File: config.mk
export PLATFORM = sky130hd
export DESIGN_NAME = mem_arbiter
export DESIGN_NICKNAME = d
export VERILOG_FILES = /design/src/rtl/mem_arbiter.sv
export SDC_FILE = /design/constraint.sdc
export NUM_CORES = 1
export LEC_CHECK = 0
export CAP_MARGIN = 20
export CORE_AREA = 2 2 117 119
export DETAILED_ROUTE_END_ITERATION = 7
export DIE_AREA = 0 0 119 121
export DONT_BUFFER_PORTS = 1
export PLACE_DENSITY = 0.57
export SYNTH_ARGS = -nofsm -noshare
export SYNTH_HDL_FRONTEND = slang
export SYNTH_SLANG_ARGS = --single-unit
File: constraint.sdc
create_clock -name clk -period 2.35 [get_ports clk]
set_input_delay 0.3525 -clock clk [delete_from_list [all_inputs] [get_ports clk]]
set_output_delay 0.3525 -clock clk [all_outputs]
set_load 0.005 [all_outputs]
File: src/rtl/mem_arbiter.sv
// mem_arbiter
// Shares a single-port unified instruction/data memory between the fetch
// stage and the memory stage of the pipeline. At most one requester is
// granted per cycle, and the granted requester's address, write data and
// write enable are driven onto the memory. Read data comes back one cycle
// later through a registered response. Data accesses normally win.
// Fetch gains priority after STARVE_LIMIT consecutive denied cycles.
//
// Ports
//   clk, reset_n                    clock, async active-low reset
//   if_req/if_addr                  fetch read request (held until if_gnt)
//   if_gnt                          combinational fetch grant
//   if_rvalid/if_rdata              registered fetch response (1-cycle pulse)
//   d_req/d_we/d_addr/d_wdata       data-port request (held until d_gnt)
//   d_gnt                           combinational data grant
//   d_rvalid/d_rdata                registered data response; for a store
//                                   this is the word before the write
//   mem_we/mem_a/mem_wd/mem_rd      memory port (combinational read)
//   conflict_cnt                    cycles with both requests high (wraps)
module mem_arbiter #(
    parameter int unsigned STARVE_LIMIT = 3
) (
    input  logic        clk,
    input  logic        reset_n,
    input  logic        if_req,
    input  logic [31:0] if_addr,
    output logic        if_gnt,
    output logic        if_rvalid,
    output logic [31:0] if_rdata,
    input  logic        d_req,
    input  logic        d_we,
    input  logic [31:0] d_addr,
    input  logic [31:0] d_wdata,
    output logic        d_gnt,
    output logic        d_rvalid,
    output logic [31:0] d_rdata,
    output logic        mem_we,
    output logic [31:0] mem_a,
    output logic [31:0] mem_wd,
    input  logic [31:0] mem_rd,
    output logic [31:0] conflict_cnt
);

    localparam logic [3:0] LIMIT = 4'(STARVE_LIMIT);

    logic [3:0]  starve_cnt;
    logic [31:0] conflict_q;
    logic        fetch_pri;

    assign conflict_cnt = conflict_q;

    // Grants include reset_n so the memory is idle during reset without
    // waiting for a clock edge.
    always_comb begin
        fetch_pri = (starve_cnt == LIMIT);
        d_gnt     = reset_n & d_req & (~if_req | ~fetch_pri);
        if_gnt    = reset_n & if_req & ~d_gnt;
        mem_we    = 1'b0;
        mem_a     = 32'd0;
        mem_wd    = 32'd0;
        if (d_gnt) begin
            mem_we = d_we;
            mem_a  = d_addr;
            mem_wd = d_wdata;
        end else if (if_gnt) begin
            mem_a = if_addr;
        end
    end

    always_ff @(posedge clk or negedge reset_n) begin
        if (!reset_n) begin
            if_rvalid  <= 1'b0;
            d_rvalid   <= 1'b0;
            if_rdata   <= 32'd0;
            d_rdata    <= 32'd0;
            starve_cnt <= 4'd0;
            conflict_q <= 32'd0;
        end else begin
            if_rvalid <= if_gnt;
            d_rvalid  <= d_gnt;
            if (if_gnt) begin
                if_rdata <= mem_rd;
            end
            // mem_rd is sampled before the store lands, so a store
            // returns the old word.
            if (d_gnt) begin
                d_rdata <= mem_rd;
            end

            // Counts consecutive cycles where fetch asked and lost to data.
            if (!if_req || if_gnt) begin
                starve_cnt <= 4'd0;
            end else if (d_gnt && (starve_cnt != LIMIT)) begin
                starve_cnt <= starve_cnt + 4'd1;
            end

            if (if_req && d_req) begin
                conflict_q <= conflict_q + 32'd1;
            end
        end
    end

endmodule

# After elaboration in Yosys (flattened, before gate mapping)
# Cells that the tools add are included.
[classes]
addsub = 2
n_eq_ne = 2
n_mux = 6
n_bitwise = 8
reduce_logical = 5
[ops]
columns = ["cell", "n"]
rows = [
  ["two-way mux 32 bit", 3],
  ["adder 32 x 1 -> 32 bit, second input constant", 1],
  ["two-way mux 4 bit", 2],
  ["adder 4 x 1 -> 4 bit, second input constant", 1],
  ["AND 1 bit", 4],
  ["== test 4 x 2 -> 1 bit, second input constant", 1],
  ["inequality test 4 x 2 -> 1 bit, second input constant", 1],
  ["inverter 1 bit", 3],
  ["logical AND 1 bit", 2],
  ["nonzero test 2 bit", 1],
  ["zero test 1 bit", 1],
  ["logical OR 1 bit", 1],
  ["two-way mux 1 bit", 1],
  ["bitwise OR 1 bit", 1],
]
[word_totals]
reg_bits = 102
output_inout_bits = 165
word_cells = 29

# Longest topological paths before layout
# Gate-level depths: netlist of the first run.
[depth]
word_depth = 8
mapped_depth = 7
depth_no_buf = 5

# Worst setup path after synthesis of the first run
# OpenSTA, ideal clock, no wires.
[synth_path]
path_kind = "register to output"
startpoint = "register starve_cnt[0]"
endpoint = "output mem_a[10]"
arrival_time_ns = 1.563
slack_ns = 0.434
stages_incl_launch_ff = 7
path_cell_list = "dfrtp_1 > ha_1 > nor3b_1 > a21oi_1 > buf_2 > clkbuf_1 > a22o_1"
[synth_between]
elab_chain_cells = 8
[synth_rtl]
columns = ["item", "line", "source"]
rows = [
  ["start: declaration", "46", "logic [3:0] starve_cnt;"],
  ["start signal: assignment", "94", "starve_cnt <= starve_cnt + 4'd1;"],
  ["== test 4 x 2 -> 1 bit *", "55", "fetch_pri = (starve_cnt == LIMIT);"],
  ["inverter 1 bit *", "56", "d_gnt = reset_n & d_req & (~if_req | ~fetch_pri);"],
  ["bitwise OR 1 bit *", "56", ""],
  ["AND 1 bit *", "56", ""],
  ["inverter 1 bit", "57", "if_gnt = reset_n & if_req & ~d_gnt;"],
  ["AND 1 bit", "57", ""],
  ["two-way mux 32 bit", "65", "end else if (if_gnt) begin"],
  ["two-way mux 32 bit *", "61", "if (d_gnt) begin"],
  ["end: declaration", "38", "output logic [31:0] mem_a,"],
]
# Mark *: on every way between the ends. The rest lies on a longest branch, timed or not.

# Worst setup path after layout of the first run
[layout_path]
startpoint = "register starve_cnt[0]"
endpoint = "output mem_a[12]"
# Same word-level chain as after synthesis.

==> out/summary.txt, run 1 <==
Outcome = finished with violations
Slew HR = 0.6356
Period utilisation layout = 0.9754
Critical path's largest stage delay = 360 ps
Worst reg-to-reg setup slack = 220 ps
Post-synthesis sequential area ratio = 0.5367
Cell with the most instances after synthesis = dfrtp_1
Hold Path Class = input pin to async pin
Top FF cell, synth = dfrtp_1
Clock network power share = 0.352
Area Growth Syn to Fin = 18.65%
Final-report hold violation count = 102
Pwr dens = 751.0 nW/um^2
LEAKAGE = 2.456 nW
Sw Share = 0.2645
DR DRC count = 0
Slew Limit Fails = 0
Worst Path Buf+Inv = 3
Total GRT Usage = 0.2279
CTS Buffer Depth = 2
Total grt overflow = 0
R2r startpoint = starve_cnt[0]
Placed cell areas = 4962 sq um
Worst Tran Pin Value = 546.6 ps
Clk root buf = clkbuf_16
Initial antenna violation count = 10
# setup viols final = 0
CP startpoint kind = flop
Final nets = 518
DP Wirelength = 12,070 um
Critical-path cell list = ha_2 > nor3b_4 > inv_1 > a21oi_4 > buf_12 > bufbuf_16 > a22o_1
Layout cell share with drive strength beyond 1 = 0.3307
Core Area = 13,090 sq um
Synth Cell Area = 4756 sq um
Wirelength, routed = 16,780 um
Data arrival, critical path = 1940 ps
Worst Clk Skew = 10.23 ps
CTS buffer count = 9
Top cells by area, synth = dfrtp_1, mux2_2, a22o_1, and2_1, xor2_1
Failing checks = hold timing
Placer Congestion = 0.9754
Initial DRC count = 199
Slowest cell on crit path = dfrtp_1
FMAX = 436.3 MHz
Yosys warning total = 0
Final ANT Viol Nets = 0
Clk sinks = 102
Die H = 121 um
Post-Syn Instances = 373
TritonCTS clock tree = yes
CP delay by family, top = buffers and inverters
Type of the worst setup path = flop to primary output
First-pass GRT wire length = 23,140 um
#FFs+latches synth = 102
Initial Util = 0.3635
I/O pin total = 298
Post-synth EDFFs = 0
Number of buffers added on ports = 0
Largest area contributor in the netlist = dfrtp_1
Syn avg cell area = 12.75 sq um
Largest net degree at the start of global routing = 107
Vias in the first global route = 3,312
Crit path max fanout = 15
CP required = 2000 ps
Post-synth top area share = 0.5367
# rows = 42
CTS HTree Levels = 3
Power Internal = 0.003117 W
FFs w/ async S/R, synth = 1.000
Flop pwr share = 0.531
DR WL/cell = 29.55 um
R2R Path End = d_rdata[31]
CTS clk-pin slew, worst paths = 70 ps
Final hold slack = -308.0 ps
Distinct cells, synth = 37
Synth top cells by count = dfrtp_1, mux2_2, and2_1
DR vias = 3,316
NetSw = 0.001121 W
Clk_lat worst skew = 350 ps
Crit. End Element = primary output
Min cycle time layout = 2292 ps
RSZ-0062 raised after global routing = true
Post-route cell area = 5643 sq um
Reg2reg path depth = 8
TritonRoute pass-1 iters = 4
Die ar. = 14,400 sq um
Comb power frac = 0.117
DR vias/cell = 5.838
Peak VDD IR = 0.3778 mV
Max_cap viols = 0
Synth Net Count = 508
Critical Path Source = starve_cnt[0]
Die X-Extent = 119 um
-- cell families (layout without fill, tap and decap cells) --
group | after synthesis | after routing | share of synthesized area
simple gates | 106 | 106 | 0.1489
flops | 102 | 102 | 0.5367
mux | 66 | 66 | 0.1560
compound gates | 39 | 39 | 0.06814
xor+xnor | 31 | 31 | 0.05709
buf+inv | 27 | 41 | 0.02789
fa+ha+maj | 2 | 2 | 0.005261
other cells | 0 | 5 | 0
-- flip-flops by register name, summed over array words and instances, names as in the netlist --
| signal | cells |
|---|---|
| conflict_cnt | 32 |
| d_rdata | 32 |
| if_rdata | 32 |
| starve_cnt | 4 |
| d_rvalid | 1 |
| if_rvalid | 1 |
-- worst max path at each step --
stage	slack (ps)	cells past startpoint	to
CTS	-20	7	mem_wd[3]
global route	-50	7	mem_wd[26]
global placement	170	6	mem_a[23]
finish	60	7	mem_a[12]
detailed placement	190	6	mem_a[15]
floorplan	430	6	mem_a[10]
-- cell type report --
class                   instances  area (sq um)
multi-input cells             244          2171
clock buffers                   9         225.2
fillers                      1220          7442
inverters                       5         18.77
repair buffers                 21         374.1
clock inverters                 6         68.82
flip-flops and latches        102          2552
well taps                     176         220.2
diodes                          5         12.51
-- metrics by stage --
step | power (W) | instances | worst slack [ps] | util | TNS [ps]
3_3_place_gp | 0.002690 | 534 | 174.5 | 0.3792 | 0
6_report | 0.004238 | 568 | 57.85 | 0.4312 | 0
2_1_floorplan | 0.002538 | 373 | 434.5 | - | 0
4_1_cts | 0.004287 | 560 | -22.32 | 0.4219 | -225.1
3_5_place_dp | 0.002708 | 534 | 191.4 | 0.3792 | 0
5_1_grt | 0.004428 | 565 | -51.57 | 0.4307 | -1391
-- power by group through the flow --
stage | clock (W) | sequential [W] | combinational, W
final | 0.00149 | 0.00225 | 0.000497
after global routing | 0.00161 | 0.00228 | 0.000541
after CTS | 0.00155 | 0.00225 | 0.000483
after detailed placement | 0 | 0.00228 | 0.000426
after global placement | 0 | 0.00228 | 0.000409
after floorplan | 0 | 0.00219 | 0.000352
-- placed cells by master, fill, tap and decap left out, drive strengths merged, types with 8 or more instances in the layout --
cell type / instances
dfrtp: 102
nor4: 12
mux2: 65
nand3: 16
inv: 8
and2: 33
xor2: 19
xnor2: 12
a22o: 32
clkbuf: 11
buf: 16
nand2: 14
-- per-layer routing --
metal | share of wire | track usage
met1 | 0.37 | 0.2581
met2 | 0.46 | 0.3380
met3 | 0.13 | 0.1353
met4 | 0.038 | 0.1183
met5 | 0.0020 | 0
-- timing repair --
| item | 4_1_cts | 5_1_grt |
|---|---|---|
| pin swaps | 12 | 7 |
| resized for setup | 17 | 11 |
| setup endpoints to repair | 65 | 64 |
| cloned | 5 | 2 |
| hold endpoints to repair | 102 | 102 |
| setup buffers | 6 | 3 |
Note: power is estimated with default switching activity, not from simulation.
==> inputs of run 2 (changes only) <==
--- a/config.mk
+++ b/config.mk
@@ -10,6 +10,7 @@
 export DETAILED_ROUTE_END_ITERATION = 7
 export DIE_AREA = 0 0 119 121
 export DONT_BUFFER_PORTS = 1
+export HOLD_SLACK_MARGIN = 0.1
 export PLACE_DENSITY = 0.57
 export SYNTH_ARGS = -nofsm -noshare
 export SYNTH_HDL_FRONTEND = slang
==> results of run 2 <==
Same layout as run 1: the final DEF is identical, and so are final timing and power.
